**src/rtl/mem_bus_arbiter.sv**
```systemverilog
// rtl/mem_bus_arbiter.sv - two-master arbiter for a shared single-port RAM with bounded CPU wait
//
// Purpose:
//   Shares one single-port data RAM (1-cycle read latency) between the VGA
//   framebuffer fetch unit (m0, read-only, fixed priority) and the CPU
//   load/store port (m1). A wait counter bounds how long an un-halted,
//   requesting CPU can be refused. halt freezes new CPU grants while VGA
//   refresh keeps running.
//
// Ports:
//   clk, rst_n            clock (rising edge), synchronous active-low reset
//   halt                  1 = no new m1 grants
//   m0_req/m0_addr        VGA read request, held until m0_gnt
//   m0_gnt                combinational accept for m0
//   m0_rvalid/m0_rdata    VGA read return, one cycle after m0_gnt
//   m1_req/m1_we/m1_wstrb/m1_addr/m1_wdata
//                         CPU request, held until m1_gnt
//   m1_gnt                combinational accept for m1
//   m1_rvalid/m1_rdata    CPU read return, one cycle after a read m1_gnt
//   mem_en/mem_we/mem_wstrb/mem_addr/mem_wdata
//                         RAM command, driven from the granted master
//   mem_rdata             RAM read data, valid the cycle after a read
module mem_bus_arbiter #(
  parameter int ADDR_W   = 16,
  parameter int DATA_W   = 32,
  parameter int MAX_WAIT = 4
) (
  input  logic                clk,
  input  logic                rst_n,
  input  logic                halt,
  input  logic                m0_req,
  input  logic [ADDR_W-1:0]   m0_addr,
  output logic                m0_gnt,
  output logic                m0_rvalid,
  output logic [DATA_W-1:0]   m0_rdata,
  input  logic                m1_req,
  input  logic                m1_we,
  input  logic [DATA_W/8-1:0] m1_wstrb,
  input  logic [ADDR_W-1:0]   m1_addr,
  input  logic [DATA_W-1:0]   m1_wdata,
  output logic                m1_gnt,
  output logic                m1_rvalid,
  output logic [DATA_W-1:0]   m1_rdata,
  output logic                mem_en,
  output logic                mem_we,
  output logic [DATA_W/8-1:0] mem_wstrb,
  output logic [ADDR_W-1:0]   mem_addr,
  output logic [DATA_W-1:0]   mem_wdata,
  input  logic [DATA_W-1:0]   mem_rdata
);

  localparam int STRB_W = DATA_W / 8;
  // MAX_WAIT=0 would give a zero-width counter; keep one bit that simply stays 0.
  localparam int CNT_W = (MAX_WAIT > 0) ? $clog2(MAX_WAIT + 1) : 1;
  localparam logic [CNT_W-1:0] WAIT_LIMIT = CNT_W'(MAX_WAIT);

  typedef enum logic [1:0] {
    IDLE = 2'd0,
    RD0  = 2'd1,
    RD1  = 2'd2
  } rd_owner_t;

  rd_owner_t        rd_owner;
  logic [CNT_W-1:0] wait_cnt;
  logic             cpu_ok;
  logic             force1;
  logic             gnt0;
  logic             gnt1;
  logic             m0_rvalid_q;
  logic             m1_rvalid_q;

  // ------------------------------------------------------------------
  // Grant decision (combinational). rst_n gates cpu_ok and gnt0 so that
  // nothing is granted, and the RAM is idle, while reset is held.
  // ------------------------------------------------------------------
  assign cpu_ok = rst_n & m1_req & ~halt;
  assign force1 = (wait_cnt == WAIT_LIMIT);
  assign gnt1   = cpu_ok & (~m0_req | force1);
  assign gnt0   = rst_n & m0_req & ~gnt1;

  assign m0_gnt = gnt0;
  assign m1_gnt = gnt1;

  // ------------------------------------------------------------------
  // RAM command mux. An m0 grant is always a read; with no grant every
  // command field is zero so the bus is quiet.
  // ------------------------------------------------------------------
  always_comb begin
    mem_en    = 1'b0;
    mem_we    = 1'b0;
    mem_wstrb = '0;
    mem_addr  = '0;
    mem_wdata = '0;
    if (gnt1) begin
      mem_en    = 1'b1;
      mem_we    = m1_we;
      mem_wstrb = m1_wstrb;
      mem_addr  = m1_addr;
      mem_wdata = m1_wdata;
    end else if (gnt0) begin
      mem_en    = 1'b1;
      mem_addr  = m0_addr;
    end
  end

  // ------------------------------------------------------------------
  // Bounded-wait counter: counts consecutive cycles an eligible CPU is
  // refused. Any cycle the CPU is not eligible (idle or halted) clears it,
  // so halt never lets a stale count force a grant later.
  // ------------------------------------------------------------------
  always_ff @(posedge clk) begin
    if (!rst_n) begin
      wait_cnt <= '0;
    end else if (gnt1 || !cpu_ok) begin
      wait_cnt <= '0;
    end else if (wait_cnt != WAIT_LIMIT) begin
      wait_cnt <= wait_cnt + CNT_W'(1);
    end
  end

  // ------------------------------------------------------------------
  // Read-return owner. The state of the next cycle depends only on this
  // cycle's grant, which is what makes back-to-back reads return data on
  // consecutive cycles. Writes leave the owner IDLE: they finish in their
  // grant cycle.
  // ------------------------------------------------------------------
  always_ff @(posedge clk) begin
    if (!rst_n) begin
      rd_owner    <= IDLE;
      m0_rvalid_q <= 1'b0;
      m1_rvalid_q <= 1'b0;
    end else begin
      if (gnt0) begin
        rd_owner    <= RD0;
        m0_rvalid_q <= 1'b1;
        m1_rvalid_q <= 1'b0;
      end else if (gnt1 && !m1_we) begin
        rd_owner    <= RD1;
        m0_rvalid_q <= 1'b0;
        m1_rvalid_q <= 1'b1;
      end else begin
        rd_owner    <= IDLE;
        m0_rvalid_q <= 1'b0;
        m1_rvalid_q <= 1'b0;
      end
    end
  end

  assign m0_rvalid = m0_rvalid_q;
  assign m1_rvalid = m1_rvalid_q;

  // The RAM data port is shared, so the non-owning master sees zeros.
  assign m0_rdata = m0_rvalid_q ? mem_rdata : {DATA_W{1'b0}};
  assign m1_rdata = m1_rvalid_q ? mem_rdata : {DATA_W{1'b0}};

  // Strobe width is tied to the data width; referenced so a mismatched
  // DATA_W (not a multiple of 8) is visible at elaboration.
  localparam int STRB_BITS = STRB_W * 8;
  if (STRB_BITS != DATA_W) begin : g_bad_data_w
    localparam int DATA_W_NOT_BYTE_MULTIPLE = 1 / 0;
  end

endmodule

```
**config.mk**
```make
export PLATFORM = sky130hd
export DESIGN_NAME = mem_bus_arbiter
export DESIGN_NICKNAME = d
export VERILOG_FILES = /design/src/rtl/mem_bus_arbiter.sv
export SDC_FILE = /design/constraint.sdc
export NUM_CORES = 1
export LEC_CHECK = 0
export CAP_MARGIN = 20
export CORE_AREA = 3 3 88 90
export DETAILED_ROUTE_END_ITERATION = 6
export DIE_AREA = 0 0 91 93
export GPL_TIMING_DRIVEN = 0
export PLACE_DENSITY = 0.71
export SLEW_MARGIN = 25
export SYNTH_ARGS = -nofsm -noshare
export SYNTH_HDL_FRONTEND = slang
export SYNTH_SLANG_ARGS = --single-unit
```
**constraint.sdc**
```tcl
create_clock -name clk -period 3.72 [get_ports clk]
set_clock_uncertainty 0.05 [all_clocks]
set_input_delay 0.372 -clock clk [delete_from_list [all_inputs] [get_ports clk]]
set_output_delay 0.372 -clock clk [all_outputs]
set_load 0.01 [all_outputs]
```
## After elaboration in Yosys (flattened, before gate mapping)

Index checks and enable logic that the tools add are counted.

| operators by class | value |
|---|---|
| reductions and logical operators | 6 |
| multipliers | 0 |
| shift-type cells | 0 |
| eq/ne operators | 2 |
| $lt $le $gt $ge | 0 |
| divide/modulo/power cells | 0 |
| bitwise operators | 10 |
| muxes and demuxes | 10 |
| add/subtract/negate cells | 1 |

Operators by type and width:

| operator | number |
|---|---|
| 2-to-1 mux 32 bit | 3 |
| 2-to-1 mux 16 bit | 2 |
| AND 1 bit | 5 |
| 2-to-1 mux 1 bit | 4 |
| 2-to-1 mux 4 bit | 1 |
| inverter 1 bit | 4 |
| OR reduction 2 bit | 2 |
| adder 3 x 1 -> 3 bit (second input constant) | 1 |
| == test 3 bit (second input constant) | 1 |
| inequality test 3 bit (second input constant) | 1 |
| logical NOT 1 bit | 2 |
| logical AND 1 bit | 1 |
| logical OR 1 bit | 1 |
| bitwise OR 1 bit | 1 |

| word-level totals | value |
|---|---|
| memory bits (read-only) | 0 |
| register bits | 5 |
| logic and storage cells | 32 |
| bits in writable memories | 0 |
| memories | 0 |
| latch bits | 0 |
| output and inout port bits | 122 |

## Longest topological paths before layout

| depth | value |
|---|---|
| depth in word-level cells | 7 |
| mapped depth | 6 |
| gate-level depth less buffers | 5 |

## Worst setup path before layout

OpenSTA, ideal clock, no wires.

| path | value |
|---|---|
| kind | register to output |
| start point | register wait_cnt[0] |
| end point | output mem_addr[10] |
| buffers on the path | 1 |
| stages on the path, launching flop included | 7 |
| arrival time | 1.306 ns |
| slack | 1.992 ns |
| cells stage by stage | dfxtp_1 -> inv_1 -> ha_1 -> nand2_2 -> a21oi_4 -> buf_6 -> a22o_1 |

| on the way | value |
|---|---|
| word-level cells in the longest chain between the ends | 7 |

RTL lines:

| item | line | RTL |
|---|---|---|
| from (decl) | 64 | `logic [CNT_W-1:0] wait_cnt;` |
| from (signal assigned) | 117 | `wait_cnt <= wait_cnt + CNT_W'(1);` |
| == test 3 bit (*) | 77 | `assign force1 = (wait_cnt == WAIT_LIMIT);` |
| bitwise OR 1 bit (*) | 78 | `assign gnt1 = cpu_ok & (~m0_req \| force1);` |
| AND 1 bit (*) | 78 |  |
| inverter 1 bit | 79 | `assign gnt0 = rst_n & m0_req & ~gnt1;` |
| AND 1 bit | 79 |  |
| 2-to-1 mux 16 bit | 100 | `end else if (gnt0) begin` |
| 2-to-1 mux 16 bit (*) | 94 | `if (gnt1) begin` |
| to (decl) | 47 | `output logic [ADDR_W-1:0] mem_addr,` |

Mark *: on every way between the ends. The rest lies on a longest branch, timed or not.

## Worst setup path in the final report

| path | value |
|---|---|
| start point | input halt |
| end point | output mem_addr[8] |

| on the way | value |
|---|---|
| word-level cells in the longest chain between the ends | 7 |

RTL lines:

| item | line | RTL |
|---|---|---|
| from (decl) | 30 | `input logic halt,` |
| inverter 1 bit (*) | 76 | `assign cpu_ok = rst_n & m1_req & ~halt;` |
| AND 1 bit (*) | 76 |  |
| AND 1 bit (*) | 78 |  |
| inverter 1 bit | 79 |  |
| AND 1 bit | 79 |  |
| 2-to-1 mux 16 bit | 100 |  |
| 2-to-1 mux 16 bit (*) | 94 |  |

Marked as above.

==> results.json <==
{
  "kind_of_launch_point_of_the_worst_setup_path": "input port",
  "post_synth_inst_count": 153,
  "hold_viol": 0,
  "drt.antenna.violating_nets": 0,
  "timing.max_slew.rel_slack": 0.743,
  "route.final.wire_length_um": 6290,
  "run_status": "completed",
  "power_density_nw_per_um2": 114,
  "postSynthAreaPerCell_um2": 7.22,
  "post-route-drc-count": 0,
  "power.total_mw": 0.403,
  "synth_enable_flop_cells": 0,
  "worstPathCellList": "clkdlybuf4s50_1, and2b_1, a31oi_4, buf_4, a22o_1, clkdlybuf4s50_1",
  "filler_cell_count": 708,
  "fraction_of_final_layout_cells_with_drive_strength_greater_than_1": 0.0313,
  "cts_tree": "done",
  "ys.flop_type": "dfxtp_1",
  "cts_hold_buffers": 0,
  "synth_top_cell_area_share": 0.572,
  "critical_path.endpoint_type": "output pin",
  "timing.max_cap.violations": 0,
  "die_height_um": 93,
  "inserted_diodes": 0,
  "post-cts-setup-buffer-count": 0,
  "critPathKind": "input port to output pin",
  "slew_viol_final": 0,
  "route.vias.total": 1870,
  "data_required_time_of_the_critical_path_ns": 3.30,
  "grt_usage": 0.134,
  "worst_slack_at_placement_ns": 0.927,
  "finalCritPeriodShare": 0.746,
  "firstDrtPassIters": 4,
  "timing.final.crit_period_ns": 2.78,
  "setup_ws_ns": 0.944,
  "fp.dieArea_um2": 8460,
  "dp.final_hpwl_um": 5800,
  "number_of_antenna_violations_at_the_first_check_in_global_routing": 0,
  "first_pass_grt_wire_length_um": 9260,
  "fin_tns_setup_ns": 0,
  "routed_wire_length_per_instance_um": 13.0,
  "cts.htree.levels": 1,
  "clock_sink_count": 5,
  "worst_setup_hold_path_clk_slew_ns": 0.03,
  "cp_top_family": "buffers and inverters",
  "synthesis.yosys.warnings": 0,
  "synth.cell_area_um2": 1100,
  "cts_inserted_buffers": 3,
  "ys_seq_area_frac": 0.0906,
  "gp_congestion": 0.782,
  "synthesis.nets": 261,
  "syn_to_layout_area_delta_pct": 221,
  "ys_async_sr_fraction": 0,
  "rows": 31,
  "static-leakage-power_nw": 1.34,
  "worst_path_largest_cell_delay_ns": 0.54,
  "initialDrtViolationCount": 16,
  "vias_in_the_first_global_route": 1906,
  "initial_core_util": 0.155,
  "worstPathBufferInverterCount": 3,
  "worstSkewPairLatency_ns": 0.22,
  "placed_cells": 479,
  "clk_path_buf_depth": 2,
  "crit_top_cell": "clkdlybuf4s50_1",
  "pin_count_of_the_biggest_net_entering_global_routing": 11,
  "synth.top_cells.by_area": "and2_1 (57%), a22o_1 (13%), dfxtp_1 (9.1%), buf_6 (5.1%), ha_1 (2.3%)",
  "clockRootBuffer": "clkbuf_8",
  "top_level_ports": 228,
  "worst_slew_pin_slew_ns": 0.384,
  "grt_setup_unrepaired": "no",
  "dominant_cell_by_count_in_the_synthesized_netlist": "and2_1",
  "finalNetCount": 493,
  "fp.coreArea_um2": 7140,
  "vdd.ir_drop.worst_uv": 60.1,
  "post_synth_most_frequent_cells": "and2_1 (101), a22o_1 (16), clkbuf_1 (6)",
  "holdCritPathClass": "register to register",
  "buffer_ports.inserted": 227,
  "max_freq_mhz": 360,
  "vias_cell": 3.87,
  "critical_path.slowest_cell": "clkdlybuf4s50_1",
  "overflow": 0,
  "synth.ff_latch_count": 5,
  "floorplan.die.width_um": 91,
  "final_cell_count_no_fill": 483,
  "netlist.top_cell.by_area": "and2_1",
  "setup_violations": 0,
  "timing.hold.ws_ns": 0.406,
  "critPathArrivalTime_ns": 2.35,
  "cp_max_fo": 10,
  "netlist-cell-type-count": 19,
  "cts_repair_resize_count": 0
}
==> flip-flops by register name, indices dropped and copies added (netlist names) <==
name       cells
m1_rvalid      1
m0_rvalid      1
wait_cnt       3
==> power by group <==
part	total (mW)	internal (mW)	switching (mW)	leakage (nW)
sequential	0.0567	0.0551	0.00163	0.0407
clock	0.0981	0.0734	0.0247	0.0228
combinational	0.249	0.177	0.0715	1.28
==> metrics by stage <==
| stage | instance area (um2) | utilization |
|---|---|---|
| finish | 3550 | 0.497 |
| global route | 3550 | 0.497 |
| CTS | 3550 | 0.497 |
| detailed placement | 3500 | 0.491 |
| global placement | 3500 | 0.491 |
| floorplan | 1100 | - |
==> cell type report <==
class | instances | area [um2] | share of cell area
timing repair buffer | 227 | 2270 | 0.641
tap | 99 | 124 | 0.0349
clock buffer | 4 | 45.0 | 0.0127
buffer | 12 | 86.3 | 0.0243
sequential | 5 | 100 | 0.0282
inverter | 3 | 11.3 | 0.00318
multi-input combinational | 133 | 907 | 0.256
==> path summary, 6_finish.rpt <==
check                                              start                        to  slack, ns  cells past startpoint
worst max register to register  wait_cnt[0]$_SDFFE_PP0N_      m1_rvalid$_SDFF_PP0_       2.21                      6
worst min register to register  wait_cnt[0]$_SDFFE_PP0N_  wait_cnt[0]$_SDFFE_PP0N_       0.41                      1
worst min-delay path            wait_cnt[0]$_SDFFE_PP0N_  wait_cnt[0]$_SDFFE_PP0N_       0.41                      1
worst max-delay path                                halt               mem_addr[8]       0.94                      6
==> kinds of logic after synthesis <==
| logic type | synth area share |
|---|---|
| flip-flops | 0.0906 |
| AO/OA/AOI/OAI | 0.173 |
| XOR/XNOR | 0.00793 |
| AND/OR/NAND/NOR | 0.617 |
| adder cells (fa/ha/maj) | 0.0226 |
| buffers and inverters | 0.0883 |
==> layer usage <==
| metal | share of wire | up-vias | track usage |
|---|---|---|---|
| met2 | 0.53 | 144 | 0.280 |
| met3 | 0.14 | 6 | 0.0587 |
| met1 | 0.32 | 771 | 0.113 |
| met4 | 0.013 | 0 | 0.0364 |
| li1 | - | 949 | - |
| met5 | 0 | - | 0 |
==> cell usage in the layout (no fill, tap or decap) <==
master / n
a21oi_4: 1
a22o_1: 16
a31oi_1: 1
a31oi_4: 1
and2_1: 101
and2b_1: 2
buf_4: 1
buf_6: 5
clkbuf_1: 7
clkbuf_8: 3
clkdlybuf4s50_1: 227
dfxtp_1: 5
ha_1: 2
inv_1: 3
nand2_1: 1
nand2_2: 1
nand3b_1: 1
nand4_1: 1
nor2_1: 3
o21a_1: 1
xnor2_1: 1
(Power assumes the default switching activity.)
